[src/rtl/fetch_unit_if.sv]
// Fetch-unit bus bundle: instruction-memory port, branch redirect and decode handshake.
// Latency: n/a (wires only).
// Backpressure: InstrReady from decode stalls the fetch buffer.
//
// master : the fetch unit (drives CurrentPC and the decode-facing outputs)
// slave  : the environment (instruction memory, branch unit, decode)
interface fetch_unit_if;
  logic [31:0] CurrentPC;
  logic [31:0] Instruction;
  logic        BranchTaken;
  logic [31:0] BranchTarget;
  logic        InstrValid;
  logic        InstrReady;
  logic [31:0] InstrOut;
  logic [31:0] InstrPC;
  logic        FetchFault;

  modport master (
    output CurrentPC, InstrValid, InstrOut, InstrPC, FetchFault,
    input  Instruction, BranchTaken, BranchTarget, InstrReady
  );

  modport slave (
    input  CurrentPC, InstrValid, InstrOut, InstrPC, FetchFault,
    output Instruction, BranchTaken, BranchTarget, InstrReady
  );
endinterface

[src/rtl/fetch_unit.sv]
// Fetch unit: owns the PC, captures {PC, Instruction} into a 2-entry buffer for decode.
// Latency: an instruction appears at InstrOut one cycle after its PC is on CurrentPC.
// Backpressure: buffer full and no pop -> PC holds and memory is re-read next cycle.
//
// Ports:
//   clk, rst_n        clock, asynchronous active-low reset
//   fu (master)       CurrentPC/Instruction to imem, BranchTaken/BranchTarget redirect,
//                     InstrValid/InstrReady/InstrOut/InstrPC to decode, FetchFault flag
// Build option: FETCH_BOUNDS_CHECK_EN adds an instruction-memory range check that stops
// fetching at PC >= IMEM_WORDS*4 and raises a sticky FetchFault.
module fetch_unit #(
  parameter logic [31:0] RESET_PC   = 32'h0000_0000,
  parameter int          IMEM_WORDS = 16
) (
  input  logic         clk,
  input  logic         rst_n,
  fetch_unit_if.master fu
);

  localparam logic [31:0] RESET_PC_ALIGNED = {RESET_PC[31:2], 2'b00};

  logic [31:0] pc_q, pc_d;
  logic [31:0] buf_pc_q  [2];
  logic [31:0] buf_ins_q [2];
  logic        rd_ptr_q, rd_ptr_d;
  logic        wr_ptr_q, wr_ptr_d;
  logic [1:0]  count_q, count_d;

  logic        fetch_en;
  logic        push;
  logic        pop;
  logic        instr_valid;

`ifdef FETCH_BOUNDS_CHECK_EN
  localparam logic [32:0] IMEM_BYTES = 33'(IMEM_WORDS) * 33'd4;

  logic fault_q, fault_d;

  assign fetch_en = ({1'b0, pc_q} < IMEM_BYTES);

  // Sticky once an out-of-range PC is seen; only a redirect can move the PC away.
  always_comb begin
    fault_d = fault_q | ~fetch_en;
    if (fu.BranchTaken) begin
      fault_d = 1'b0;
    end
  end

  always_ff @(posedge clk or negedge rst_n) begin
    if (!rst_n) begin
      fault_q <= 1'b0;
    end else begin
      fault_q <= fault_d;
    end
  end

  assign fu.FetchFault = fault_q;
`else
  assign fetch_en      = 1'b1;
  assign fu.FetchFault = 1'b0;
`endif

  assign instr_valid = (count_q != 2'd0);
  assign pop         = instr_valid & fu.InstrReady;
  // A full buffer can still accept when the head leaves in the same cycle.
  assign push        = fetch_en & ((count_q != 2'd2) | pop);

  assign fu.CurrentPC  = pc_q;
  assign fu.InstrValid = instr_valid;
  assign fu.InstrOut   = buf_ins_q[rd_ptr_q];
  assign fu.InstrPC    = buf_pc_q[rd_ptr_q];

  always_comb begin
    pc_d     = pc_q;
    rd_ptr_d = rd_ptr_q;
    wr_ptr_d = wr_ptr_q;
    count_d  = count_q;
    if (fu.BranchTaken) begin
      // Redirect wins over push and pop: discard everything, including the word
      // fetched this cycle. Keeping the head pointer leaves InstrOut stable.
      pc_d     = {fu.BranchTarget[31:2], 2'b00};
      count_d  = 2'd0;
      wr_ptr_d = rd_ptr_q;
    end else begin
      if (push) begin
        pc_d     = pc_q + 32'd4;
        wr_ptr_d = ~wr_ptr_q;
      end
      if (pop) begin
        rd_ptr_d = ~rd_ptr_q;
      end
      count_d = count_q + {1'b0, push} - {1'b0, pop};
    end
  end

  always_ff @(posedge clk or negedge rst_n) begin
    if (!rst_n) begin
      pc_q     <= RESET_PC_ALIGNED;
      rd_ptr_q <= 1'b0;
      wr_ptr_q <= 1'b0;
      count_q  <= 2'd0;
      for (int i = 0; i < 2; i++) begin
        buf_pc_q[i]  <= 32'd0;
        buf_ins_q[i] <= 32'd0;
      end
    end else begin
      pc_q     <= pc_d;
      rd_ptr_q <= rd_ptr_d;
      wr_ptr_q <= wr_ptr_d;
      count_q  <= count_d;
      if (push && !fu.BranchTaken) begin
        buf_pc_q[wr_ptr_q]  <= pc_q;
        buf_ins_q[wr_ptr_q] <= fu.Instruction;
      end
    end
  end

endmodule
[src/flat_wrapper.sv]
// flat-port wrapper written by rule: the top's interface ports become plain ports
module fetch_unit_flat 
#(
  parameter logic [31:0] RESET_PC   = 32'h0000_0000,
  parameter int          IMEM_WORDS = 16
)
  (clk, rst_n, fu_CurrentPC, fu_InstrValid, fu_InstrOut, fu_InstrPC, fu_FetchFault, fu_Instruction, fu_BranchTaken, fu_BranchTarget, fu_InstrReady);
  fetch_unit_if fu_i ();
  input  logic clk;
  input  logic rst_n;
  output wire logic [$bits(fu_i.CurrentPC)-1:0] fu_CurrentPC;
  output wire logic [$bits(fu_i.InstrValid)-1:0] fu_InstrValid;
  output wire logic [$bits(fu_i.InstrOut)-1:0] fu_InstrOut;
  output wire logic [$bits(fu_i.InstrPC)-1:0] fu_InstrPC;
  output wire logic [$bits(fu_i.FetchFault)-1:0] fu_FetchFault;
  input wire logic [$bits(fu_i.Instruction)-1:0] fu_Instruction;
  input wire logic [$bits(fu_i.BranchTaken)-1:0] fu_BranchTaken;
  input wire logic [$bits(fu_i.BranchTarget)-1:0] fu_BranchTarget;
  input wire logic [$bits(fu_i.InstrReady)-1:0] fu_InstrReady;
  assign fu_CurrentPC = fu_i.CurrentPC;
  assign fu_InstrValid = fu_i.InstrValid;
  assign fu_InstrOut = fu_i.InstrOut;
  assign fu_InstrPC = fu_i.InstrPC;
  assign fu_FetchFault = fu_i.FetchFault;
  assign fu_i.Instruction = fu_Instruction;
  assign fu_i.BranchTaken = fu_BranchTaken;
  assign fu_i.BranchTarget = fu_BranchTarget;
  assign fu_i.InstrReady = fu_InstrReady;
  fetch_unit #(.RESET_PC(RESET_PC), .IMEM_WORDS(IMEM_WORDS)) u_core (.clk(clk), .rst_n(rst_n), .fu(fu_i));
endmodule
[config.mk]
export PLATFORM = sky130hd
export DESIGN_NAME = fetch_unit_flat
export DESIGN_NICKNAME = d
export VERILOG_FILES = /design/src/rtl/fetch_unit_if.sv /design/src/rtl/fetch_unit.sv /design/src/flat_wrapper.sv
export SDC_FILE = /design/constraint.sdc
export NUM_CORES = 1
export LEC_CHECK = 0
export CORE_UTILIZATION = 45
export DETAILED_ROUTE_END_ITERATION = 12
export DONT_BUFFER_PORTS = 1
export SYNTH_ARGS = -nofsm -noshare
export SYNTH_HDL_FRONTEND = slang
export SYNTH_SLANG_ARGS = --single-unit
[constraint.sdc]
create_clock -name clk -period 5.7 [get_ports clk]
set_clock_uncertainty 0.15 [all_clocks]
set_input_delay 0.285 -clock clk [delete_from_list [all_inputs] [get_ports clk]]
set_output_delay 0.285 -clock clk [all_outputs]
set_load 0.02 [all_outputs]
-- Word-level counts from Yosys, hierarchy flattened
Index checks and enable logic that the tools add are counted.
- register bits: 164
- input bits: 68
- output and inout bits: 98
- word-level logic and storage cells: 43
- add/sub/neg operators: 3
- magnitude comparators: 3
- eq/ne operators: 1
- multiplexer cells: 15
- bitwise operators: 7
- reduce and logical (&&, ||, !) cells: 6
- operators by type and width (operator ; number):
    $mux W32 ; 9
    $bwmux W64 ; 2
    $add A32 B3 Y32 const B ; 1
    $demux W32 S1 ; 1
    $ge A2 B2 Y1 const B ; 2
    $not A1 Y2 ; 2
    $reduce_bool A2 Y1 ; 2
    $not A1 Y1 ; 3
    $add A2 B1 Y2 ; 1
    $logic_and A1 B1 Y1 ; 2
    $lt A2 B1 Y1 const B ; 1
    $mux W1 ; 2
    $mux W2 ; 1
    $ne A2 B2 Y1 const B ; 1
    $reduce_and A2 Y1 ; 1
    $sub A2 B1 Y2 ; 1
    $and A1 B1 Y1 ; 1
    $logic_not A1 Y1 ; 1
    $or A1 B1 Y1 ; 1

-- Logic depth before layout (Yosys ltp)
- word-level depth: 6
- mapped depth: 6
- mapped depth without buffers: 6

-- Worst setup path before layout
Ideal clock, no wire load.
- kind: register to register
- start point: register u_core.count_q[0]
- end point: register u_core.count_q[1]
- library setup time: 78 ps
- data arrival time: 1764 ps
- data required time: 5472 ps
- slack: 3708 ps
- stages on the path, launching flop included: 7
- path buffers: 0
- period minus slack after synthesis: 1992 ps
- cell sequence: dfrtp_1 > or2_2 > and2_1 > ha_1 > xor2_1 > or3_1 > a21oi_1
- longest elaborated chain between the ends: 6
- elaborated cells between the ends (all ways): 7
- those cells by class: 2 x add/sub; 1 x eq/ne; 1 x mux; 2 x bitwise; 1 x reduce/logical
- ends and longest elaborated chain (what ; RTL line ; text):
    from (decl) ; fetch_unit.sv:27 ; logic [1:0] count_q, count_d;
    from (signal assigned) ; fetch_unit.sv:110 ; count_q <= count_d;
    $reduce_bool A2 Y1 (*) ; fetch_unit.sv:63 ; assign instr_valid = (count_q != 2'd0);
    via fu_InstrValid ; flat_wrapper.sv:12 ; output wire logic [$bits(fu_i.InstrValid)-1:0] fu_InstrValid;
    $and A1 B1 Y1 (*) ; fetch_unit.sv:64 ; assign pop = instr_valid & fu.InstrReady;
    $or A1 B1 Y1 ; fetch_unit.sv:66 ; assign push = fetch_en & ((count_q != 2'd2) | pop);
    $add A2 B1 Y2 ; fetch_unit.sv:92 ; count_d = count_q + {1'b0, push} - {1'b0, pop};
    $sub A2 B1 Y2 (*) ; fetch_unit.sv:92 ;
    $mux W2 (*) ; fetch_unit.sv:78 ; if (fu.BranchTaken) begin
    via u_core.count_d[1] ; fetch_unit.sv:27 ;
The timed path passes the listed nets; every way through them passes the cells marked *.
A chain may end at the register's enable or synchronous reset.

-- Final worst setup path
- start point: register u_core.rd_ptr_q
- end point: output port fu_InstrPC[27]
- longest elaborated chain between the ends: 4
- ends and longest elaborated chain (what ; RTL line ; text):
    from (decl) ; fetch_unit.sv:25 ; logic rd_ptr_q, rd_ptr_d;
    from (signal assigned) ; fetch_unit.sv:108 ; rd_ptr_q <= rd_ptr_d;
    $not A1 Y2 (implied by the code) ; fetch_unit.sv:71 ; assign fu.InstrPC = buf_pc_q[rd_ptr_q];
    $mux W32 (implied by the code) (3 in a row) ; fetch_unit.sv:71 ;
    to (decl) ; flat_wrapper.sv:14 ; output wire logic [$bits(fu_i.InstrPC)-1:0] fu_InstrPC;
Every way passes these cells. The select of a mux whose other input is x is not followed.

==> impl_results.md <==
* Vias/cell at 5.37
* Min-delay src: fu_BranchTaken
* Worst Max-Slew Pin Slew at 863 ps
* Final Cycle Share at 46.8%
* Share of cells above drive strength 1 at 27.7%
* Clk buf depth at 2
* Most frequent cells in the layout: dfrtp_1, mux2_2, dlygate4sd3_1
* Synth warn at 0
* Worst-path fanout max at 44
* Worst EP required at 5270 ps
* R2r worst-path depth at 4
* GR Overflow Total at 0
* RR Startpoint: u_core.count_q[0]$_DFF_PN0_
* Buf/Inv on CP at 1
* Die area at 16700 µm²
* Fin. Hold Viols at 0
* Critical Path End: fu_InstrPC[27]
* Max_cap viols at 0
* Via count at 4442
* Final setup violation count at 0
* Final core occ at 54.5%
* # DRC at 0
* WP depth at 2
* GR Util All Layers at 19.4%
* Final WL at 15400 µm
* Antenna violation net count after detailed routing at 0
* Number of DRC markers in iteration 0 at 178
* Post-synth cell types at 38
* Post-Syn Instances at 542
* CP max stage delay at 680 ps
* Minimum hold slack at 70.8 ps
* Post-CTS Setup Inserts at 0
* Synth top area cells: dfrtp_1, mux2_2, mux2_1, xor2_1, nand2_1
* Crit end category: output pin
* CTS Sinks at 158
* Layout fillers at 1346
* R2R Path End: u_core.buf_pc_q[31]$_DFFE_PN0P_
* Crit path time final at 2660 ps
* Starting Density at 46.1%
* Pwr per Cell Area at 543 nW/µm²
* Root buf cell: clkbuf_16
* Final Wtd Congestion at 0.690
* Max-slew violations at 0
* CTS Buf Count at 17
* Width of the die at 129 µm
* Cells along the critical path: buf_4 -> mux2_2
* Clk slew on worst S/H paths at 60 ps
* RSZ-0062 raised after global routing: false
* Area Overhead vs Synth at 18.3%
* Cell Area, Synth at 7290 µm²
* Post-synth EDFFs at 0
* Largest net degree at the start of global routing at 159
* Max-slew headroom at 42.4%
* Antenna Diode Count at 0
* Top delay family on crit path: flip-flops
* CP startpoint: u_core.rd_ptr_q$_DFFE_PN0P_
* CP Class: register to output pin
* FP Rows at 46
* Leakage at 3.58 nW
* Post_cts resized at 0
* Area share of the largest cell type after synthesis at 54.2%
* Crit path launch type: register
* Final-stage net count at 672
* Layout Cells excl Fill at 827
* Setup total negative slack at 0 ps
* Hold WC Path Type: primary input to register
* Critical-path top delay cell: dfrtp_2
* WL/cell at 18.6 µm
* CP Data Arrival Time at 2230 ps
* Post-Syn Area per Cell at 13.5 µm²
* CTS tree: yes
* Core ar. at 15800 µm²
* Dpl cells at 733
* Commonest non-fill, non-tap cell in the layout: dfrtp_1
* VDD IR max at 0.239 mV
* Main synth FF type: dfrtp_1
* Vias in the first global route at 4702
* H-tree lvl count at 4
* Largest area contributor in the netlist: dfrtp_1
* Seq/Total Area, Yosys at 54.2%
* Clock Latency Late Sink at 410 ps
* Yosys reg bits at 158
* CTS Hold Bufs at 66
* Ports at 166
* Status: complete, no violations
* PortBufs at 0
* 1st-pass router iterations at 4
* Maximum clock rate at 375 MHz
* Hpwl dp at 9830 µm
* Antenna violations before repair at 0
* Async SR Flop Fraction at 100%
* Die Ht at 129 µm
* Worst reg2reg setup slack at 3410 ps
* First-pass GRT wire length at 24600 µm
[synth_stat cells (6+ instances only)]
cell and number:
nand2_1 37, mux2_1 63, xor2_1 23, nand4_1 13, clkbuf_1 7, o21ai_0 16
nand3_1 11, nor2_1 6, dfrtp_1 158, buf_2 14, buf_4 6, mux2_2 124
buf_6 6, o21ai_1 15, xnor2_1 9
[final cells by class]
class                   count  area (µm²)  area share (%)
flip-flops and latches    158        3960            45.8
multi-input cells         351        3140            36.4
repair buffers             71         733            8.50
clock buffers              21         450            5.22
well taps                 216         270            3.13
clock inverters             7        68.8           0.797
inverters                   3        11.3           0.130
[sequential cells by signal (all words and copies together), names as in the netlist]
register and flops:
u_core.rd_ptr_q 1, u_core.fu.CurrentPC 30, u_core.buf_ins_q 64, u_core.buf_pc_q 60
u_core.wr_ptr_q 1, u_core.count_q 2
[power breakdown]
| group | switching [mW] | internal (mW) |
|---|---|---|
| clock | 0.419 | 0.600 |
| sequential | 0.320 | 1.60 |
| combinational | 0.973 | 0.773 |
| total | 1.71 | 2.97 |
[worst min path at each step]
stage                                            end  cells after the start
floorplan            u_core.buf_ins_q[0]$_DFFE_PN0P_                      0
CTS                      u_core.count_q[1]$_DFF_PN0_                      2
finish                   u_core.count_q[1]$_DFF_PN0_                      2
global placement    u_core.buf_ins_q[35]$_DFFE_PN0P_                      0
global route             u_core.count_q[1]$_DFF_PN0_                      2
detailed placement  u_core.buf_ins_q[34]$_DFFE_PN0P_                      0
[per-layer routing]
| metal | share of wire, % | wire, µm | GRT usage (%) |
|---|---|---|---|
| met3 | 6.3 | 974 | 5.82 |
| met4 | 1.8 | 284 | 7.54 |
| met1 | 42 | 6520 | 24.3 |
| met2 | 50 | 7630 | 31.6 |
| met5 | 0 | 0 | 0 |
[cells by family (layout without fill, tap and decap cells)]
family / after synthesis / count (layout) / share of synthesized area, %
other cells: 1 / 5 / 0.0514
buf+inv: 37 / 102 / 3.07
compound gates: 33 / 33 / 2.26
simple gates: 91 / 91 / 7.21
fa+ha+maj: 2 / 2 / 0.343
flops: 158 / 158 / 54.2
xor+xnor: 32 / 32 / 3.84
mux: 188 / 188 / 29.0
[through the flow]
stage	power [mW]	area, µm²	setup WS [ps]
2_1_floorplan	3.36	7310	3710
3_3_place_gp	3.55	7420	3430
3_5_place_dp	3.63	7420	3420
4_1_cts	4.73	8630	2990
5_1_grt	4.95	8630	2910
6_report	4.68	8630	3040
Note: power is estimated with default switching activity, not from simulation.
